<file path="config.mk">
export PLATFORM = sky130hd
export DESIGN_NAME = fetch_unit
export DESIGN_NICKNAME = d
export VERILOG_FILES = /design/src/rtl/fetch_pkg.sv /design/src/rtl/fetch_unit_imm_decode.sv /design/src/rtl/fetch_unit.sv
export SDC_FILE = /design/constraint.sdc
export NUM_CORES = 1
export LEC_CHECK = 0
export ABC_AREA = 1
export CAP_MARGIN = 20
export CORE_MARGIN = 2
export CORE_UTILIZATION = 55
export CTS_CLUSTER_DIAMETER = 120
export CTS_CLUSTER_SIZE = 40
export DETAILED_ROUTE_END_ITERATION = 8
export PLACE_DENSITY = 0.86
export SETUP_SLACK_MARGIN = 0.4
export SLEW_MARGIN = 40
export SYNTH_ARGS = -nofsm -noshare
export SYNTH_HDL_FRONTEND = slang
export SYNTH_SLANG_ARGS = --single-unit
export TNS_END_PERCENT = 50
</file>
<file path="constraint.sdc">
create_clock -name clk -period 15.6 [get_ports clk]
set_input_delay 1.56 -clock clk [delete_from_list [all_inputs] [get_ports clk]]
set_output_delay 1.56 -clock clk [all_outputs]
set_load 0.005 [all_outputs]
</file>
<file path="src/rtl/fetch_pkg.sv">
// fetch_pkg: RV32I opcodes and immediate-format classification shared by the fetch front end.
package fetch_pkg;
  localparam logic [6:0] OP_IMM = 7'b0010011;
  localparam logic [6:0] LOAD   = 7'b0000011;
  localparam logic [6:0] JALR   = 7'b1100111;
  localparam logic [6:0] STORE  = 7'b0100011;
  localparam logic [6:0] BRANCH = 7'b1100011;
  localparam logic [6:0] LUI    = 7'b0110111;
  localparam logic [6:0] AUIPC  = 7'b0010111;
  localparam logic [6:0] JAL    = 7'b1101111;
  typedef enum logic [2:0] {IMM_I, IMM_S, IMM_B, IMM_U, IMM_J, IMM_NONE} imm_type_e;
  function automatic imm_type_e imm_type(input logic [6:0] op);
    case (op)
      OP_IMM, LOAD, JALR: return IMM_I;
      STORE:              return IMM_S;
      BRANCH:             return IMM_B;
      LUI, AUIPC:         return IMM_U;
      JAL:                return IMM_J;
      default:            return IMM_NONE;
    endcase
  endfunction
endpackage

</file>
<file path="src/rtl/fetch_unit_imm_decode.sv">
// imm_decode: combinational RV32I immediate extraction, sign-extended to the address width.
module imm_decode import fetch_pkg::*; #(
  parameter int ADDRESS_WIDTH = 32
) (
  input  logic [31:0]              instr_i,
  output logic [ADDRESS_WIDTH-1:0] imm_o
);
  imm_type_e t;
  logic [31:0] imm;
  always_comb begin
    t = imm_type(instr_i[6:0]);
    imm = t == IMM_I ? {{20{instr_i[31]}}, instr_i[31:20]} :
          t == IMM_S ? {{20{instr_i[31]}}, instr_i[31:25], instr_i[11:7]} :
          t == IMM_B ? {{19{instr_i[31]}}, instr_i[31], instr_i[7], instr_i[30:25], instr_i[11:8], 1'b0} :
          t == IMM_U ? {instr_i[31:12], 12'b0} :
          t == IMM_J ? {{11{instr_i[31]}}, instr_i[31], instr_i[19:12], instr_i[20], instr_i[30:21], 1'b0} :
          32'b0;
    imm_o = ADDRESS_WIDTH'($signed(imm));
  end
endmodule

</file>
<file path="src/rtl/fetch_unit.sv">
// fetch_unit: PC owner, one-cycle imem requester and FIFO_DEPTH fetch queue with redirect flush.
module fetch_unit import fetch_pkg::*; #(
  parameter int                       ADDRESS_WIDTH = 32,
  parameter int                       DATA_WIDTH    = 32,
  parameter logic [ADDRESS_WIDTH-1:0] RESET_VECTOR  = '0,
  parameter int                       FIFO_DEPTH    = 4
) (
  input  logic                     clk,
  input  logic                     rst,
  input  logic                     en,
  output logic                     imem_req,
  output logic [ADDRESS_WIDTH-1:0] imem_addr,
  input  logic [DATA_WIDTH-1:0]    imem_rdata,
  input  logic                     redirect_valid,
  input  logic [ADDRESS_WIDTH-1:0] redirect_pc,
  output logic                     instr_valid,
  input  logic                     instr_ready,
  output logic [DATA_WIDTH-1:0]    instr_out,
  output logic [ADDRESS_WIDTH-1:0] pc_out,
  output logic [ADDRESS_WIDTH-1:0] imm_out,
  output logic [6:0]               opcode_out
);
  localparam int PW = $clog2(FIFO_DEPTH);
  logic [ADDRESS_WIDTH-1:0] pc_q, pc_d, req_pc_q;
  logic [PW:0] count_q, count_d, occ;
  logic [PW-1:0] wptr_q, wptr_d, rptr_q, rptr_d;
  logic inflight_q, inflight_d, push, pop, has_head;
  logic [1:0] unused_redirect_lo;
  logic [DATA_WIDTH-1:0] ins_mem_q [FIFO_DEPTH];
  logic [ADDRESS_WIDTH-1:0] pc_mem_q [FIFO_DEPTH];
  assign unused_redirect_lo = redirect_pc[1:0];
  assign has_head = count_q != '0;
  assign instr_valid = has_head & ~redirect_valid & ~rst;
  assign pop = instr_valid & instr_ready;
  // a redirect in the response cycle discards the word simply by not pushing it
  assign push = inflight_q & ~redirect_valid & ~rst;
  assign occ = count_q + (PW+1)'(inflight_q) - (PW+1)'(pop);
  assign imem_req = en & ~rst & ~redirect_valid & (occ < (PW+1)'(FIFO_DEPTH));
  assign imem_addr = pc_q;
  always_comb begin
    pc_d = redirect_valid ? {redirect_pc[ADDRESS_WIDTH-1:2], 2'b00} :
           imem_req ? pc_q + ADDRESS_WIDTH'(4) : pc_q;
    count_d = redirect_valid ? '0 : count_q + (PW+1)'(push) - (PW+1)'(pop);
    wptr_d = redirect_valid ? '0 : wptr_q + PW'(push);
    rptr_d = redirect_valid ? '0 : rptr_q + PW'(pop);
    inflight_d = imem_req;
  end
  always_ff @(posedge clk) begin
    if (rst) begin
      pc_q <= RESET_VECTOR;
      count_q <= '0;
      wptr_q <= '0;
      rptr_q <= '0;
      inflight_q <= 1'b0;
    end else begin
      pc_q <= pc_d;
      count_q <= count_d;
      wptr_q <= wptr_d;
      rptr_q <= rptr_d;
      inflight_q <= inflight_d;
    end
    req_pc_q <= pc_q;
  end
  always_ff @(posedge clk) begin
    if (push) begin
      ins_mem_q[wptr_q] <= imem_rdata;
      pc_mem_q[wptr_q] <= req_pc_q;
    end
  end
  assign instr_out = has_head ? ins_mem_q[rptr_q] : '0;
  assign pc_out = has_head ? pc_mem_q[rptr_q] : '0;
  assign opcode_out = instr_out[6:0];
  imm_decode #(.ADDRESS_WIDTH(ADDRESS_WIDTH)) u_imm (.instr_i(instr_out[31:0]), .imm_o(imm_out));
endmodule

</file>
[Word level (Yosys, flattened, before mapping)]
Memories as Yosys holds them, arrays and structs flattened. A register that Yosys moved wholly into a read port is not among the register bits.
Cells that the tools add are included.
Storage, ports and cells
  register bits after elaboration: 72
  RAM bits: 256
  input port bits: 69
  output and inout port bits: 137
  word-level logic and storage cells: 59
  memories: 2
Memories
  ins_mem_q: words 4, width 32, rd ports 1, clocked after memory_dff 1, wr ports 1, line fetch_unit.sv:29  | logic [DATA_WIDTH-1:0] ins_mem_q [FIFO_DEPTH];
  pc_mem_q: words 4, width 32, rd ports 1, clocked after memory_dff 1, wr ports 1, line fetch_unit.sv:30  | logic [ADDRESS_WIDTH-1:0] pc_mem_q [FIFO_DEPTH];
Operators by class
  add/sub/neg operators: 7
  order comparisons: 1
  equality and inequality tests: 12
  mux-type cells: 14
  bitwise operators: 10
  reductions and logical operators: 6
Operators with widths (count)
  2-to-1 mux 32 bit: 9
  adder 32 x 3 -> 32 bit (second input constant): 1
  equality test 7 bit (second input constant): 3
  one-hot mux 3 bit (5 select lines): 1
  equality test 7 x 5 -> 1 bit (second input constant): 2
  equality test 7 x 6 -> 1 bit (second input constant): 2
  bitwise AND 1 bit: 8
  equality test 7 x 2 -> 1 bit (second input constant): 1
  adder 3 x 1 -> 3 bit: 2
  equality test 3 x 2 -> 1 bit (second input constant): 2
  subtractor 3 x 1 -> 3 bit: 2
  adder 2 x 1 -> 2 bit: 2
  2-to-1 mux 2 bit: 2
  OR reduction 2 bit: 2
  equality test 3 x 1 -> 1 bit (second input constant): 1
  equality test 3 bit (second input constant): 1
  logical NOT 3 bit: 1
  < comparator 3 bit (second input constant): 1
  nonzero test 3 bit: 1
  OR reduction 3 bit: 1
  2-to-1 mux 1 bit: 2
  inverter 1 bit: 2
  nonzero test 2 bit: 1

[Longest topological paths before layout]
  depth after elaboration: 11
  mapped depth: 16

[Cells and area by module]
Synthesis repeated with hierarchy kept, for this count alone.
Unflattened totals
  cell total of the unflattened synthesis: 1390
  area total of the unflattened synthesis: 13777.0 µm²
By module, submodules not included
  fetch_unit: instances 1, cells each 1239, area each 13070.0 µm²
  imm_decode: instances 1, cells each 151, area each 706.9 µm²

[Worst setup path before layout]
No wires, ideal clock.
  path type: input to register
  start: input port redirect_valid
  end: memory ins_mem_q[0][0], enable pin
  data arrival time: 6.298 ns
  data required time: 15.041 ns
  path slack: 8.744 ns
  cell stages on the path: 5
  buffers on the path: 0
  path through: nor2_1 inv_1 nor2_1 inv_1 nor3_1
Between the ends
  cells in the longest elaborated chain, start to end: 5
RTL lines
  start: declaration: line fetch_unit.sv:14  | input logic redirect_valid,
  inverter 1 bit: line fetch_unit.sv:36  | assign push = inflight_q & ~redirect_valid & ~rst;
  bitwise AND 1 bit (2 in a row): line fetch_unit.sv:36
  2-to-1 mux 1 bit: line fetch_unit.sv:65  | if (push) begin
  2-to-1 mux 1 bit (implied by the code): line fetch_unit.sv:66  | ins_mem_q[wptr_q] <= imem_rdata;
  end: declaration: line fetch_unit.sv:29
No other way between the ends.

[Worst setup path after layout]
  start: input port redirect_valid
  end: output port imem_req
Between the ends
  cells in the longest elaborated chain, start to end: 7
  elaborated cells between the ends (all ways): 8
RTL lines
  inverter 1 bit (*): line fetch_unit.sv:33, fetch_unit.sv:38
  bitwise AND 1 bit (2 in a row): line fetch_unit.sv:33  | assign instr_valid = has_head & ~redirect_valid & ~rst;
  bitwise AND 1 bit: line fetch_unit.sv:34  | assign pop = instr_valid & instr_ready;
  subtractor 3 x 1 -> 3 bit: line fetch_unit.sv:37  | assign occ = count_q + (PW+1)'(inflight_q) - (PW+1)'(pop);
  < comparator 3 bit: line fetch_unit.sv:38  | assign imem_req = en & ~rst & ~redirect_valid & (occ < (PW+1)'(FIFO_DEPTH));
  bitwise AND 1 bit (*): line fetch_unit.sv:38
  end: declaration: line fetch_unit.sv:11  | output logic imem_req,
Mark *: on every way between the ends. The rest lies on a longest branch, timed or not.

==> impl_metrics.yaml <==
status:
  status: "finished clean"
clock_tree:
  cts-hold-fix-buffers: 0
  post_cts_resized: 0
  numCtsBuffers: 11
  cts_buffer_depth: 3
  worstSkewPairLatency_ns: 0.49
  clkSinkCount: 316
  cts_tree: "built"
  postCtsSetupBuffers: 0
  root_buffer: "clkbuf_16"
  clk_pin_slew_ns: 0.13
  h-tree-depth: 1
timing:
  fin_skew_ns: 0.0168
  setup_viol: 0
  rsz0062_at_grt: "no"
  max_freq_ghz: 0.150
  period_minus_slack_ns: 6.68
  slew_headroom_pct: 46.8
  timing.final.max_slew_violations: 0
  hold_viol: 0
  tns_ns: 0
  tightestPinTransition_ns: 0.798
  finalCritPeriodShare_pct: 42.8
floorplan:
  die_x_um: 163
  rows: 58
  die-area_mm2: 0.0265
  start_util_pct: 55.6
  dieHeight_um: 163
  core_area_mm2: 0.0250
  io-pin-count: 206
global_routing:
  grt_pass1_vias: 9924
  grt_max_degree: 111
  grt_use_total_pct: 24.2
  grt_pass1_wl_mm: 50.8
  antenna_found_initial: 1
  gr-total-overflow: 0
synth:
  seq_area_frac_synth_pct: 63.4
  synth_edf_count: 248
  synth_top_area_share_pct: 53.6
  yosysMostFrequentCell: "nor2_1"
  ys_async_sr_fraction_pct: 0
  syn_avg_cell_area_um2: 9.85
  synth_ff_type: "edfxtp_1"
  ys_warn_count: 0
  syn_area_mm2: 0.0139
  synth_cells: 1410
  netlist_top_cells_area: "edfxtp_1, dfxtp_1, nor2_1"
  synth_cell_types: 35
  yosysTopAreaCell: "edfxtp_1"
  ys_seq_elements: 316
  netlist_top_cells_count: "nor2_1, edfxtp_1, nand2_1, o21ai_0, nand3_1"
flow_run:
  cap_violations: 0
critical_path:
  cp.arrival_ns: 5.12
  crit_path_start_kind: "primary input"
  reg2reg_depth: 14
  r2r_slack_ns: 12.56
  end_kind: "output pin"
  cp.required_ns: 14.04
  max_stage_delay_ns: 0.64
  critical_path.max_fanout: 32
  cp_slowest_cell: "clkdlybuf4s50_1"
  startpoint: "redirect_valid"
  cp_cell_sequence: "clkdlybuf4s50_1 -> buf_4 -> nor2_1 -> and3_1 -> ha_1 -> inv_1 -> ha_1 -> nand3_1 -> nand2_1 -> nand2_1 -> nand4_1 -> buf_4 -> inv_1 -> clkdlybuf4s50_1"
  r2r-end: "imem_addr[8]"
  rr_startpoint: "count_q[1]"
  crit_type: "primary input to output pin"
routing:
  ant_nets: 0
  drc: 0
  drt_wl_total_mm: 32.8
  wire_per_inst_um: 17.3
  first_pass_iters: 6
  drt_iter0_markers: 1039
  via_per_inst: 5.48
  vias: 10375
pwr:
  power.share.sequential_pct: 69.0
  powerDensity_mw_per_mm2: 83.1
  cellLeakagePower_uw: 0.00602
  power.internal_uw: 1080
  peakVddDrop_uv: 66.2
  p_switching_uw: 269
  clkPwrFrac_pct: 26.4
  p_comb_share_pct: 4.6
  swShare_pct: 19.9
cells_and_area:
  fin_area_mm2: 0.0163
  drive_above_1_share_pct: 4.48
  n_fill_cell: 1906
  antenna_cells: 0
  fin_nets: 1636
  synthToLayoutAreaGrowth_pct: 17.3
min_path:
  holdCritStartpoint: "imem_addr[31]"
  hold_path_class: "flip-flop to flip-flop"
  hold_depth: 0
  min_to: "req_pc_q[31]"
placed_design:
  dpl_cell_area_mm2: 0.0160
  dp_hpwl_mm: 20.7
  placement.io_buffers: 199
  place.gp.congestion: 0.939
==> how the worst max path moves through the flow <==
stage / cells after the start / to
after CTS: 14 / imem_req
after detailed placement: 14 / imem_req
after floorplan: 5 / ins_mem_q[0][0]
final: 14 / imem_req
after global routing: 14 / imem_req
after global placement: 13 / imem_req
==> metrics by stage <==
stage	hold WS, ns	setup WS (ns)	util (%)	instances	total power, uW
2_1_floorplan	0.386	8.74	-	1413	972
3_3_place_gp	0.428	8.54	64.0	1876	1010
3_5_place_dp	0.428	8.97	64.0	1876	1010
4_1_cts	0.449	8.96	65.2	1893	1360
5_1_grt	0.478	8.67	65.2	1893	1390
6_report	0.460	8.92	65.2	1893	1350
==> flip-flops by register name (all words and copies together) (netlist names) <==
| name | flops |
|---|---|
| count_q | 3 |
| imem_addr | 30 |
| inflight_q | 1 |
| ins_mem_q | 128 |
| pc_mem_q | 120 |
| req_pc_q | 30 |
| rptr_q | 2 |
| wptr_q | 2 |
==> layout make-up <==
class	instances	area, um^2	share of cell area, %
clock buffers	15	290	1.78
clock inverters	2	7.51	0.0461
inverters	89	339	2.08
multi-input cells	932	4330	26.6
flip-flops and latches	316	8810	54.1
well taps	330	413	2.54
repair buffers	209	2090	12.8
==> kinds of logic (layout without fill, tap and decap cells) <==
| group | Yosys count | in the layout | synth area share [%] |
|---|---|---|---|
| AO/OA/AOI/OAI | 211 | 211 | 7.85 |
| XOR/XNOR | 13 | 13 | 0.820 |
| adder cells (fa/ha/maj) | 8 | 8 | 0.775 |
| buffers and inverters | 165 | 315 | 5.58 |
| flip-flops | 316 | 316 | 63.4 |
| other | 1 | 4 | 0.0270 |
| AND/OR/NAND/NOR | 696 | 696 | 21.5 |
==> power groups by stage <==
| stage | clock [uW] | sequential [uW] | combinational, uW |
|---|---|---|---|
| 3_5_place_dp | 0 | 952 | 62.1 |
| 6_report | 357 | 934 | 62.7 |
| 4_1_cts | 363 | 933 | 62.5 |
| 3_3_place_gp | 0 | 951 | 60.7 |
| 5_1_grt | 390 | 936 | 68.6 |
| 2_1_floorplan | 0 | 947 | 24.8 |
==> metal layers <==
| metal | GRT usage, % | routed length (um) | part of all wire, % | vias up |
|---|---|---|---|---|
| li1 | - | - | - | 5005 |
| met1 | 31.2 | 13200 | 40 | 4851 |
| met2 | 43.0 | 16300 | 50 | 473 |
| met3 | 3.13 | 2680 | 8.2 | 44 |
| met4 | 6.76 | 578 | 1.8 | 2 |
| met5 | 0 | 12 | 0.037 | - |
==> worst max-delay path: cells and delay by family <==
family | cells | cell delay [ns]
adders and majority gates | 2 | 0.42
buffers and inverters | 6 | 2.16
and+or+nand+nor | 6 | 0.94
==> layout by cell type, fill, tap and decap left out, drive strengths merged <==
cell,n
nor2,309
clkinv,2
inv,89
nor3,15
nand3,101
clkbuf,15
conb,4
buf,11
fa,1
clkdlybuf4s50,198
nand2,253
xor2,8
a21boi,2
and3,1
o21ai,124
xnor2,5
nand4,9
dfxtp,68
edfxtp,248
nand3b,8
ha,7
a211oi,1
a21oi,84
No activity file was read; power rests on OpenSTA's default activity.
